`config.mk`:
```
export PLATFORM = sky130hd
export DESIGN_NAME = fifo_uart_tx_flat
export DESIGN_NICKNAME = d
export VERILOG_FILES = /design/src/rtl/fifo_uart_tx_if.sv /design/src/rtl/fifo_uart_tx.sv /design/src/flat_wrapper.sv
export SDC_FILE = /design/constraint.sdc
export NUM_CORES = 1
export LEC_CHECK = 0
export BUFFER_PORTS_ARGS = -buffer_cell sky130_fd_sc_hd__clkbuf_2
export CAP_MARGIN = 40
export CORE_MARGIN = 2
export CORE_UTILIZATION = 54
export DETAILED_ROUTE_END_ITERATION = 10
export PLACE_DENSITY_LB_ADDON = 0.25
export RECOVER_POWER = 50
export SKIP_CTS_REPAIR_TIMING = 1
export SLEW_MARGIN = 25
export SYNTH_ARGS = -nofsm -noshare
export SYNTH_HDL_FRONTEND = slang
export SYNTH_SLANG_ARGS = --single-unit
```
`constraint.sdc`:
```
create_clock -name clk_i -period 2.1 [get_ports clk_i]
set_input_delay 0.105 -clock clk_i [delete_from_list [all_inputs] [get_ports clk_i]]
set_output_delay 0.105 -clock clk_i [all_outputs]
set_load 0.05 [all_outputs]
```
`src/rtl/fifo_uart_tx_if.sv`:
```
// Handshake bundle between the upstream FIFO / line side and the UART transmitter.
// The slave modport is the transmitter's view; master is the FIFO/line side.
interface fifo_uart_tx_if #(
  parameter int BIT_D = 8
);
  logic             en_i;
  logic             fifo_empty_i;
  logic [BIT_D-1:0] fifo_data_i;
  logic             fifo_rd_o;
  logic             tx_o;
  logic             busy_o;
  logic [7:0]       frame_cnt_o;

  modport slave (
    input  en_i,
    input  fifo_empty_i,
    input  fifo_data_i,
    output fifo_rd_o,
    output tx_o,
    output busy_o,
    output frame_cnt_o
  );

  modport master (
    output en_i,
    output fifo_empty_i,
    output fifo_data_i,
    input  fifo_rd_o,
    input  tx_o,
    input  busy_o,
    input  frame_cnt_o
  );
endinterface

```
`src/rtl/fifo_uart_tx.sv`:
```
// UART transmitter that pops words from an upstream FIFO and sends them as
// start / BIT_D data bits (LSB first) / stop frames, CLK_DIV clocks per bit.
module fifo_uart_tx #(
  parameter int CLK_DIV = 16,
  parameter int BIT_D   = 8
) (
  input  logic          clk_i,
  input  logic          srst_i,
  fifo_uart_tx_if.slave bus
);

  localparam int CNT_W = (CLK_DIV > 1) ? $clog2(CLK_DIV) : 1;
  localparam int IDX_W = (BIT_D > 1) ? $clog2(BIT_D) : 1;
  localparam logic [CNT_W-1:0] CNT_LAST = CNT_W'(CLK_DIV - 1);
  localparam logic [IDX_W-1:0] IDX_LAST = IDX_W'(BIT_D - 1);

  typedef enum logic [2:0] {
    S_IDLE  = 3'd0,
    S_POP   = 3'd1,
    S_LOAD  = 3'd2,
    S_START = 3'd3,
    S_DATA  = 3'd4,
    S_STOP  = 3'd5
  } state_t;

  state_t           state_q, state_d;
  logic [CNT_W-1:0] cnt_q, cnt_d;
  logic [IDX_W-1:0] idx_q, idx_d;
  logic [BIT_D-1:0] shreg_q, shreg_d;
  logic [7:0]       frame_q, frame_d;
  logic             tx_q, tx_d;
  logic             rd_q, rd_d;
  logic             busy_q, busy_d;

  // State register and registered outputs; srst_i wins over everything.
  always_ff @(posedge clk_i) begin
    if (srst_i) begin
      state_q <= S_IDLE;
      cnt_q   <= '0;
      idx_q   <= '0;
      shreg_q <= '0;
      frame_q <= 8'd0;
      tx_q    <= 1'b1;
      rd_q    <= 1'b0;
      busy_q  <= 1'b0;
    end else begin
      state_q <= state_d;
      cnt_q   <= cnt_d;
      idx_q   <= idx_d;
      shreg_q <= shreg_d;
      frame_q <= frame_d;
      tx_q    <= tx_d;
      rd_q    <= rd_d;
      busy_q  <= busy_d;
    end
  end

  // Next-state logic; outputs are decoded from the next state so they line up with state_q.
  always_comb begin
    state_d = state_q;
    cnt_d   = '0;
    idx_d   = idx_q;
    shreg_d = shreg_q;
    frame_d = frame_q;
    tx_d    = 1'b1;
    rd_d    = 1'b0;
    busy_d  = 1'b0;

    case (state_q)
      S_IDLE: begin
        if (bus.en_i && !bus.fifo_empty_i) begin
          state_d = S_POP;
        end else begin
          state_d = S_IDLE;
        end
      end
      S_POP: begin
        state_d = S_LOAD;
      end
      S_LOAD: begin
        shreg_d = bus.fifo_data_i;
        state_d = S_START;
      end
      S_START: begin
        if (cnt_q == CNT_LAST) begin
          state_d = S_DATA;
          idx_d   = '0;
        end else begin
          cnt_d = cnt_q + CNT_W'(1);
        end
      end
      S_DATA: begin
        if (cnt_q == CNT_LAST) begin
          if (idx_q == IDX_LAST) begin
            state_d = S_STOP;
            idx_d   = '0;
          end else begin
            idx_d   = idx_q + IDX_W'(1);
            shreg_d = shreg_q >> 1;
          end
        end else begin
          cnt_d = cnt_q + CNT_W'(1);
        end
      end
      S_STOP: begin
        if (cnt_q == CNT_LAST) begin
          state_d = S_IDLE;
          frame_d = frame_q + 8'd1;
        end else begin
          cnt_d = cnt_q + CNT_W'(1);
        end
      end
      default: begin
        state_d = S_IDLE;
      end
    endcase

    rd_d   = (state_d == S_POP);
    busy_d = (state_d != S_IDLE);
    case (state_d)
      S_START: tx_d = 1'b0;
      S_DATA:  tx_d = shreg_d[0];
      default: tx_d = 1'b1;
    endcase
  end

  assign bus.fifo_rd_o   = rd_q;
  assign bus.tx_o        = tx_q;
  assign bus.busy_o      = busy_q;
  assign bus.frame_cnt_o = frame_q;

endmodule

```
`src/flat_wrapper.sv`:
```
// flat-port wrapper written by rule: the top's interface ports become plain ports
module fifo_uart_tx_flat 
#(
  parameter int CLK_DIV = 16,
  parameter int BIT_D   = 8
)
  (clk_i, srst_i, bus_en_i, bus_fifo_empty_i, bus_fifo_data_i, bus_fifo_rd_o, bus_tx_o, bus_busy_o, bus_frame_cnt_o);
  fifo_uart_tx_if #(.BIT_D(BIT_D)) bus_i ();
  input  logic clk_i;
  input  logic srst_i;
  input wire logic [$bits(bus_i.en_i)-1:0] bus_en_i;
  input wire logic [$bits(bus_i.fifo_empty_i)-1:0] bus_fifo_empty_i;
  input wire logic [$bits(bus_i.fifo_data_i)-1:0] bus_fifo_data_i;
  output wire logic [$bits(bus_i.fifo_rd_o)-1:0] bus_fifo_rd_o;
  output wire logic [$bits(bus_i.tx_o)-1:0] bus_tx_o;
  output wire logic [$bits(bus_i.busy_o)-1:0] bus_busy_o;
  output wire logic [$bits(bus_i.frame_cnt_o)-1:0] bus_frame_cnt_o;
  assign bus_i.en_i = bus_en_i;
  assign bus_i.fifo_empty_i = bus_fifo_empty_i;
  assign bus_i.fifo_data_i = bus_fifo_data_i;
  assign bus_fifo_rd_o = bus_i.fifo_rd_o;
  assign bus_tx_o = bus_i.tx_o;
  assign bus_busy_o = bus_i.busy_o;
  assign bus_frame_cnt_o = bus_i.frame_cnt_o;
  fifo_uart_tx #(.CLK_DIV(CLK_DIV), .BIT_D(BIT_D)) u_core (.clk_i(clk_i), .srst_i(srst_i), .bus(bus_i));
endmodule
```
==> results.md <==
* Family with the most delay on the worst path: compound AO/OA/AOI/OAI gates
* Setup CP Type: reg -> reg
* Buf/Inv on CP at 0
* Worst R2R End: u_core.bus.tx_o
* Max stage delay cell, worst path: nor4b_2
* Antenna Diode Count at 0
* Total CTS buffers at 5
* Root buffer cell: clkbuf_4
* Power Density at 819 nW/µm²
* Synth Area in Simple Gates at about a quarter
* Routed len/inst at 13.2 µm
* Leading cell type in the layout, fill and taps excluded: dfxtp_1
* GR peak layer: met2
* Largest net degree at the start of global routing at 30
* Half-perimeter wire length after placement at 1.83 mm
* Arr. time, crit path at around 2.2 ns
* Final hold slack at -0.00343 ns
* Final setup margin at 0.172 ns
* Failing checks: negative hold slack
* Hold Violations, Final at 1
* Hold EP: u_core.shreg_q[7]
* Mapped Nets at 162
* Synth Register Bits at 29
* Final Max Tran Viols at 0
* Hold crit path type: in -> reg
* XOR/XNOR Fraction of Synth Area at 4.39%
* Status: finished with violations
* Synth Area in Adders at 3.59%
* Footprint of the multi-input gates at about 720 µm²
* Relative slew slack at about three fifths
* Period utilization at 91.8%
* Max Fclk at 519 MHz
* Worst-skew pair later-pin latency at about 0.33 ns
* Syn Std Cell Area at 1400 µm²
* Clock tree from TritonCTS: yes
* Final clock skew at 0.0142 ns
* GR met3 Demand/Resource at 5.74%
* Leak pwr at 0.635 nW
* Layout cells sized above 1 at 19.5%
* Largest stage delay on the critical path at ~0.40 ns
* I/O pin cnt at 23
* Peak supply drop at 843 µV
* Synthesized instance count at 146
* Vias per std cell at ~5.6
* Total track usage at between 10% and 20%
* Die Area at 3010 µm²
* RD Place Congestion at 0.757
* RR Startpoint: u_core.idx_q[0]
* 1st-pass router iterations at 4
* DRC at 0
* Post-Route WL at approximately 2.6 mm
* Crit-path cells: ha_1 -> ha_1 -> nor4b_2 -> a21oi_2 -> a2111oi_2 -> mux2i_1
* Total number of yosys warnings at 0
* Final setup viols at 0
* Synth cell types at 44
* Total number of vias at 1116
* IO buf count at 22
* Die Y at approximately 55 µm
* Design Area, Final at between 1500 and 2000 µm²
* Nets at ~180
* Crit end category: register
* Clock Path Buffers at 2
* Syn avg cell area at 9.56 µm²
* Register Area at 581 µm²
* Tmin final at ~1.9 ns
* Worst hold start: bus_fifo_data_i[7]
* Measured slew at the worst slew-check pin at 0.594 ns
* Die X at about 55 µm
* RSZ-0062 raised after global routing: false
* CP Launch Type: register
* Layout fillers at 227
* Routed Antenna Nets at 0
* Setup WS pre-CTS at 0.177 ns
* DRT iter0 DRCs at 22
* Hold depth at 3
* Max_cap viols at 0
* Post-synthesis compound-gate area fraction at 14.8%
* Main combinational cell family by area after synthesis: simple AND/OR/NAND/NOR gates
* Cell mode on critical path: ha_1
* Met1 Use GR at 21.7%
* Clk sink count at 29
* Fin Setup TNS at 0 ns
* First-pass GRT wire length at 4.04 mm
* Vias in the first global route at ~980
* GRT overflow at 0
* Max FO, Critical Path at 8
* Initial core utilization at 56.8%
* Final core occ at 63.7%
* Post-synthesis mux area share at 3.77%
* Cell Rows at 18
* Core Area at 2450 µm²
* Most frequent cells in the layout: dfxtp_1, nor2_1, clkbuf_2, clkbuf_1
* WP data required at 2.32 ns
* Met2 Resource Use GR at 32.5%
* Post-synthesis sequential area ratio at 41.6%
* P&R area growth vs syn at 12.1%
* Register-to-Register Path Depth at 6
* Initial antenna violation count at 0
* Flop2flop setup slack at 0.17 ns
* CTS H-Tree Depth at 2
* Clock-pin slew on the worst setup and hold paths at ~0.1 ns
* Placed Area at 1480 µm²
-- logic make-up after synthesis --
kind of cell | after synthesis
fa+ha+maj | 4
simple gates | 61
mux | 5
flops | 29
xor+xnor | 7
compound gates | 28
buf+inv | 12
-- final cells by class --
| cell class | count | share of cell area [%] |
|---|---|---|
| multi-input combinational | 105 | 46.1 |
| sequential | 29 | 37.1 |
| timing repair buffer | 24 | 7.12 |
| clock inverter | 3 | 4.16 |
| clock buffer | 5 | 2.40 |
| tap | 30 | 2.40 |
| inverter | 3 | 0.720 |
-- worst max path at each step --
stage | from | end | slack, ns | cells after the start
CTS | u_core.idx_q[0] | u_core.bus.tx_o | 0.16 | 6
global route | u_core.idx_q[0] | u_core.bus.tx_o | 0.04 | 6
floorplan | u_core.idx_q[0] | u_core.bus.tx_o | 0.32 | 6
finish | u_core.idx_q[0] | u_core.bus.tx_o | 0.17 | 6
global placement | u_core.idx_q[0] | u_core.bus.tx_o | 0.24 | 6
detailed placement | u_core.idx_q[0] | u_core.bus.tx_o | 0.18 | 6
-- stage by stage --
step,std cells,power (mW)
finish,199,1.28
CTS,199,1.30
floorplan,146,0.704
global route,199,1.33
detailed placement,191,0.726
global placement,191,0.722
-- cells in the mapped netlist, drive strengths merged --
master | n | area share [%]
ha | 4 | 3.6
a2111oi | 2 | 2.2
nor3 | 2 | 0.72
nand4 | 4 | 1.8
xor2 | 2 | 1.3
nand4bb | 1 | 0.81
a22oi | 8 | 4.3
a21oi | 10 | 3.9
dfxtp | 29 | 42
or3 | 1 | 0.45
a2bb2oi | 1 | 0.63
a32o | 1 | 0.72
nand3 | 5 | 2.2
nand3b | 1 | 1.4
o21ai | 3 | 1.1
and3b | 2 | 1.3
o221a | 1 | 0.81
a32oi | 1 | 0.63
and2 | 1 | 0.54
and3 | 3 | 1.3
xnor2 | 5 | 3.1
inv | 3 | 0.81
mux2 | 2 | 1.6
nor4b | 1 | 1.1
nand2b | 2 | 0.90
nor2b | 3 | 1.3
clkbuf | 3 | 1.5
nor2 | 20 | 5.6
buf | 6 | 3.9
nor4 | 3 | 1.8
nand2 | 9 | 2.4
nor3b | 2 | 1.4
and2b | 1 | 0.63
mux2i | 3 | 2.2
a221oi | 1 | 0.63
-- layer usage --
| metal | up-vias | part of all wire [%] |
|---|---|---|
| li1 | 569 | - |
| met1 | 521 | 44 |
| met2 | 21 | 50 |
| met3 | 5 | 4.0 |
| met4 | 0 | 2.0 |
| met5 | - | 0 |
-- registers in the layout, indices dropped and copies added (netlist names) --
name and flops:
u_core.bus.fifo_rd_o 1, u_core.cnt_q 4, u_core.state_q 3, u_core.bus.frame_cnt_o 8, u_core.shreg_q 8, u_core.idx_q 3
u_core.bus.tx_o 1, u_core.bus.busy_o 1
-- worst min-delay path: stages --
cell       delay, ns
clkbuf_2        0.07
a2bb2oi_1       0.05
nor2_1          0.07
-- power breakdown --
group	internal, mW	leakage [nW]	switching [mW]
sequential	0.571	0.235	0.0249
clock	0.369	0.0552	0.202
combinational	0.0468	0.344	0.0686
Note: power is estimated with default switching activity, not from simulation.
